[src/rtl/serial_adder.sv]
// Bit-serial add/subtract: one full-adder step per clock, LSB first, with a
// registered carry and a start/busy/done handshake around a registered result.
module serial_adder #(
    parameter int WIDTH = 8
) (
    input  logic             clk,
    input  logic             rst_n,
    input  logic             start,
    input  logic             sub,
    input  logic [WIDTH-1:0] a,
    input  logic [WIDTH-1:0] b,
    output logic             busy,
    output logic             done,
    output logic [WIDTH-1:0] sum,
    output logic             cout,
    output logic             overflow
);
    localparam int CW = (WIDTH > 2) ? $clog2(WIDTH) : 1;

    typedef enum logic [1:0] {S_IDLE, S_RUN, S_DONE} state_t;

    state_t           r_state;
    logic [WIDTH-1:0] r_a, r_b, r_p, r_sum;
    logic [CW-1:0]    r_cnt;
    logic             r_carry, r_cout, r_ovf, r_busy, r_done;

    logic             w_s, w_c;

    assign w_s = r_a[0] ^ r_b[0] ^ r_carry;
    assign w_c = (r_a[0] & r_b[0]) | (r_a[0] & r_carry) | (r_b[0] & r_carry);

    always_ff @(posedge clk) begin
        if (!rst_n) begin
            r_state <= S_IDLE;
            r_a     <= '0;
            r_b     <= '0;
            r_p     <= '0;
            r_sum   <= '0;
            r_cnt   <= '0;
            r_carry <= 1'b0;
            r_cout  <= 1'b0;
            r_ovf   <= 1'b0;
            r_busy  <= 1'b0;
            r_done  <= 1'b0;
        end else begin
            case (r_state)
                S_IDLE: begin
                    r_done <= 1'b0;
                    if (start) begin
                        // Subtract is a + ~b + 1: invert B and seed the carry.
                        r_a     <= a;
                        r_b     <= sub ? ~b : b;
                        r_carry <= sub;
                        r_cnt   <= '0;
                        r_busy  <= 1'b1;
                        r_state <= S_RUN;
                    end
                end
                S_RUN: begin
                    r_p     <= {w_s, r_p[WIDTH-1:1]};
                    r_a     <= r_a >> 1;
                    r_b     <= r_b >> 1;
                    r_carry <= w_c;
                    r_cnt   <= r_cnt + CW'(1);
                    if (r_cnt == CW'(WIDTH - 1)) begin
                        // r_carry here is the carry into the MSB step.
                        r_sum   <= {w_s, r_p[WIDTH-1:1]};
                        r_cout  <= w_c;
                        r_ovf   <= w_c ^ r_carry;
                        r_busy  <= 1'b0;
                        r_done  <= 1'b1;
                        r_state <= S_DONE;
                    end
                end
                S_DONE: begin
                    r_done  <= 1'b0;
                    r_state <= S_IDLE;
                end
                default: r_state <= S_IDLE;
            endcase
        end
    end

    assign busy     = r_busy;
    assign done     = r_done;
    assign sum      = r_sum;
    assign cout     = r_cout;
    assign overflow = r_ovf;
endmodule
[config.mk]
export PLATFORM = sky130hd
export DESIGN_NAME = serial_adder
export DESIGN_NICKNAME = d
export VERILOG_FILES = /design/src/rtl/serial_adder.sv
export SDC_FILE = /design/constraint.sdc
export NUM_CORES = 1
export LEC_CHECK = 0
export ABC_AREA = 1
export CAP_MARGIN = 20
export CORE_ASPECT_RATIO = 1.4
export CORE_UTILIZATION = 45
export CTS_BUF_LIST = sky130_fd_sc_hd__clkbuf_4 sky130_fd_sc_hd__clkbuf_8
export DETAILED_ROUTE_END_ITERATION = 6
export DONT_BUFFER_PORTS = 1
export HOLD_SLACK_MARGIN = 0.05
export PLACE_DENSITY = 0.6
export SLEW_MARGIN = 20
export SYNTH_ARGS = -nofsm -noshare
export SYNTH_HDL_FRONTEND = slang
export SYNTH_SLANG_ARGS = --single-unit
[constraint.sdc]
create_clock -name clk -period 1.2 [get_ports clk]
set_input_delay 0.24 -clock clk [delete_from_list [all_inputs] [get_ports clk]]
set_output_delay 0.24 -clock clk [all_outputs]
set_load 0.05 [all_outputs]
# --- Yosys cells after proc, flatten, opt, wreduce, memory -nomap -nowiden ---
# Cells that the tools add are included.
# W data, S select, Z words.
classes:
  bitwise: 9
  n_addsub: 1
  mux: 17
  n_eq_ne: 5
  n_reduce_logical: 9
ops:
  columns: ["cell", "n"]
  rows:
  - ["$pmux W8 S2", 2]
  - ["$mux W8", 3]
  - ["$not A8 Y8", 1]
  - ["$reduce_and A2 Y1", 4]
  - ["$pmux W1 S2", 3]
  - ["$pmux W3 S2", 1]
  - ["$mux W1", 4]
  - ["$mux W2", 2]
  - ["$ne A2 B2 Y1 const B", 2]
  - ["$pmux W2 S2", 1]
  - ["$reduce_bool A2 Y1", 2]
  - ["$add A3 B1 Y3 const B", 1]
  - ["$and A1 B1 Y1", 3]
  - ["$eq A3 B3 Y1 const B", 1]
  - ["$mux W3", 1]
  - ["$reduce_and A3 Y1", 1]
  - ["$xor A1 B1 Y1", 3]
  - ["$eq A2 B1 Y1 const B", 1]
  - ["$eq A2 B2 Y1 const B", 1]
  - ["$logic_not A2 Y1", 1]
  - ["$or A1 B1 Y1", 2]
  - ["$reduce_or A2 Y1", 1]
word_totals:
  reg_bits: 42
  out_inout_bits: 12
  word_cells: 52

# --- Longest topological paths before layout ---
logic_depth:
  word_depth: 4
  mapped_depth: 8
  depth_no_buf: 8

# --- Worst setup path after synthesis ---
# No wires, ideal clock.
synth_timing:
  path_kind: "register to register"
  from: "register r_a[0]"
  to: "register r_ovf, in the netlist overflow"
  period_less_slack_ns: 1.170
  arrival_time_ns: 1.054
  setup_ns: 0.116
  slack_ns: 0.030
  stages_incl_launch_ff: 5
  required_time_ns: 1.084
  cell_sequence: "dfxtp_1 -> fa_1 -> xor2_1 -> nor2_1 -> nor2_1"
synth_via:
  elab_chain_cells: 4
  word_cells_on_any_way: 5
synth_rtl:
  columns: ["element", "line_no", "rtl"]
  rows:
  - ["from (decl)", "23", "logic [WIDTH-1:0] r_a, r_b, r_p, r_sum;"]
  - ["from (signal assigned)", "61", "r_a <= r_a >> 1;"]
  - ["$and A1 B1 Y1", "30", "assign w_c = (r_a[0] & r_b[0]) | (r_a[0] & r_carry) | (r_b[0] & r_carry);"]
  - ["$or A1 B1 Y1 * (2 in a row)", "30", null]
  - ["via w_c", "27", "logic w_s, w_c;"]
  - ["$xor A1 B1 Y1 *", "69", "r_ovf <= w_c ^ r_carry;"]
  - ["to (signal assigned)", "69", null]
  - ["to (decl)", "25", "logic r_carry, r_cout, r_ovf, r_busy, r_done;"]
# The timed path passes the listed nets; every way through them passes the cells marked *.
# A chain may end at the register's enable or synchronous reset.

# --- Final worst setup path ---
layout_timing:
  from: "register r_carry"
  to: "register r_ovf, in the netlist overflow"
layout_via:
  elab_chain_cells: 4
  word_cells_on_any_way: 5
layout_rtl:
  columns: ["element", "line_no", "rtl"]
  rows:
  - ["from (decl)", "25", null]
  - ["from (signal assigned)", "53", "r_carry <= sub;"]
  - ["from (signal assigned)", "63", "r_carry <= w_c;"]
  - ["$and A1 B1 Y1", "30", null]
  - ["$or A1 B1 Y1", "30", null]
  - ["$or A1 B1 Y1 *", "30", null]
  - ["via w_c", "27", null]
  - ["$xor A1 B1 Y1 *", "69", null]
# Marks and branches as above.

==> results by group <==
Clock network
  • # clock sinks: 41
  • Num CTS Buffers: 5
  • Clk buf depth: 2
  • Clock-pin slew on the worst setup and hold paths: 0.08 ns
  • Clk root buf: clkbuf_8
  • CTS tree: built
  • Insertion delay to the later sink of the worst-skew pair: between 0.2 and 0.3 ns
  • H-Tree Level Count: 2

Power
  • Psw: 0.729 mW
  • Combinational power share: around an eighth
  • Total power: ~3.0 mW
  • LEAKAGE: 1.03 nW
  • Power Density: 1360 mW/mm^2
  • Sw Ratio: about 24%
  • Clock power share: 38.6%
  • Int Power: between 2 and 2.5 mW
  • Flop pwr share: about half
  • Max VDD drop: 1510 uV

Setup path
  • Crit Path Class: flop to flop
  • CP Max Fanout: 3
  • Arrival time worst endpoint: 1.35 ns
  • Startpoint Class: flop
  • Crit end category: flop
  • Crit path required time: roughly 1.4 ns

Placement
  • Routability cong.: between 0.7 and 0.8
  • Cell Area, Placed: ~0.002 mm^2
  • Pre-CTS worst setup slack: -0.0476 ns
  • Post-DP HPWL: 2470 um
  • Port Buf Inserts: 0
  • Placed Cells: about 300

Flow run
  • Max Cap Violations: 0

STA
  • Final Skew: ~0.0051 ns
  • Max Clk Rate: approximately 860 MHz
  • Rel. slew slack: slightly below 80%
  • Slew @ Worst Pin: between 0.3 and 0.4 ns
  • Accumulated negative setup slack: 0 ns
  • Final Critical Period: between 1 and 1.5 ns
  • Fin worst setup slack: approximately 0.042 ns
  • Final period util: 96.5%
  • RSZ-0062 raised after global routing: true
  • Finish-stage setup viols: 0
  • Pins Over Slew Limit: 0
  • Fin. Hold Viols: 0
  • Worst Hold Slack: around 0.059 ns

Finish
  • Area grow syn2layout: 20.7%
  • Most common cell after layout, fill and taps aside: nand2_1
  • Layout cells sized above 1: 22.1%
  • Commonest cells after routing, fill and taps aside: 43 x nand2_1, 39 x nand3_1, 34 x dfxtp_1, 29 x nor2_1, 27 x inv_1
  • Fin nets: just under 300
  • Cell area after layout: approximately 0.0022 mm^2
  • Final cell count without fillers: approximately 310
  • Fillcell total: just under 400
  • Final Util: a little under three fifths
  • Ant. Diodes: 0

GRT
  • First-pass GRT wire length: about 6000 um
  • Vias in the first global route: around 1,400
  • Tot GR Track Use: between 15 and 20%
  • Largest net degree at the start of global routing: 32
  • GR Overflow Total: 0
  • Initial antenna violation count: 0

Yosys
  • Post-synthesis cell type count: 19
  • Avg Inst Size Synth: around 7.4 um^2
  • Mapped Cells: between 200 and 250
  • Syn nets: between 200 and 300
  • Seq/Total Area, Yosys: ~45%
  • Cell Area, Synth: ~0.0018 mm^2
  • #FFs+latches synth: 41
  • Warnings, synthesis: 0

Outcome
  • Outcome: finished, final reports clean

Die
  • I/O pin count: 32
  • Die Wd: roughly 56 um
  • Core area: about 0.004 mm^2
  • Die ar.: roughly 0.0043 mm^2
  • Std cell rows: 27
  • Starting Density: a little under half
  • Die Height: 77.4 um

Detailed routing
  • Drt wl/cell: 11.5 um
  • Pre-Repair DR Iteration Count: 4
  • Routed via count: ~1,500
  • Post-route DRC: 0
  • Initial DRC count: 52
  • Antenna Nets Post-Route: 0
  • DRT Wirelength: 3610 um
  • Vias per cell: about 5

Min path
  • Worst min path class: input port to flop
-- power by group through the flow --
stage	Clock [mW]	Sequential [mW]	Combinational, mW
after floorplan	0	1.51	0.280
after global placement	0	1.51	0.342
after detailed placement	0	1.51	0.346
after CTS	1.18	1.48	0.357
after global routing	1.25	1.49	0.422
final	1.16	1.48	0.364
-- cell families (layout without fill, tap and decap cells) --
logic type | count (synthesis) | in the layout | share of synthesized area, %
compound gates | 30 | 30 | 8.22
simple gates | 121 | 121 | 29.9
flops | 41 | 41 | 45.0
fa+ha+maj | 3 | 3 | 2.47
buf+inv | 43 | 68 | 10.6
xor+xnor | 8 | 8 | 3.84
-- final timing paths --
kind	slack (ns)	cells past startpoint	start	end
hold / removal	0.06	2	rst_n	r_p[7]$_SDFFE_PN0N_
hold reg to reg	0.47	2	r_p[5]$_SDFFE_PN0N_	r_p[5]$_SDFFE_PN0N_
setup reg to reg	0.04	4	r_carry$_SDFFE_PN0P_	overflow$_SDFFE_PN0P_
setup / recovery	0.04	4	r_carry$_SDFFE_PN0P_	overflow$_SDFFE_PN0P_
-- what timing repair did --
action,CTS,global route
hold buffers,2,0
pin swaps,1,7
buffers inserted,0,2
endpoints found under the hold margin,4,0
gates resized for setup,4,17
setup endpoints to repair,8,21
-- layer usage --
metal	GRT usage, %	wire length [um]
met5	0	0
met4	6.83	56
met3	4.33	135
met2	30.2	1720
met1	21.6	1690
-- worst max-delay path, stage by stage (launching register included) --
cell,delay [ns]
dfxtp_2,0.34
fa_2,0.42
xor2_1,0.16
nor2_1,0.10
nor2_1,0.04
-- sequential cells by signal (all words and copies together) (netlist names), 2 cells and up --
signal	cells
r_b	8
r_p	7
r_state	2
r_a	8
sum	8
r_cnt	3
-- layout make-up --
cell class,count,area (um^2),share of cell area (%)
sequential,41,832,37.8
inverter,31,119,5.39
multi-input combinational,162,840,38.1
clock inverter,2,37.5,1.70
timing repair buffer,29,239,10.8
clock buffer,6,82.6,3.75
tap,43,53.8,2.44
-- cell usage after synthesis --
cell type | n | area [um^2]
nand2_1 | 45 | 169
dfxtp_1 | 41 | 821
nand3_1 | 39 | 195
nor2_1 | 30 | 113
inv_1 | 29 | 109
a21oi_1 | 14 | 70.1
o21ai_0 | 11 | 55.1
buf_4 | 7 | 52.6
buf_2 | 5 | 25.0
o21ai_1 | 5 | 25.0
xor2_1 | 5 | 43.8
nand2_4 | 3 | 33.8
xnor2_1 | 3 | 26.3
ha_1 | 2 | 25.0
inv_2 | 2 | 7.51
nor2_4 | 2 | 22.5
fa_1 | 1 | 20.0
nor2_2 | 1 | 6.26
or2_2 | 1 | 6.26
No activity file was read; power rests on OpenSTA's default activity.
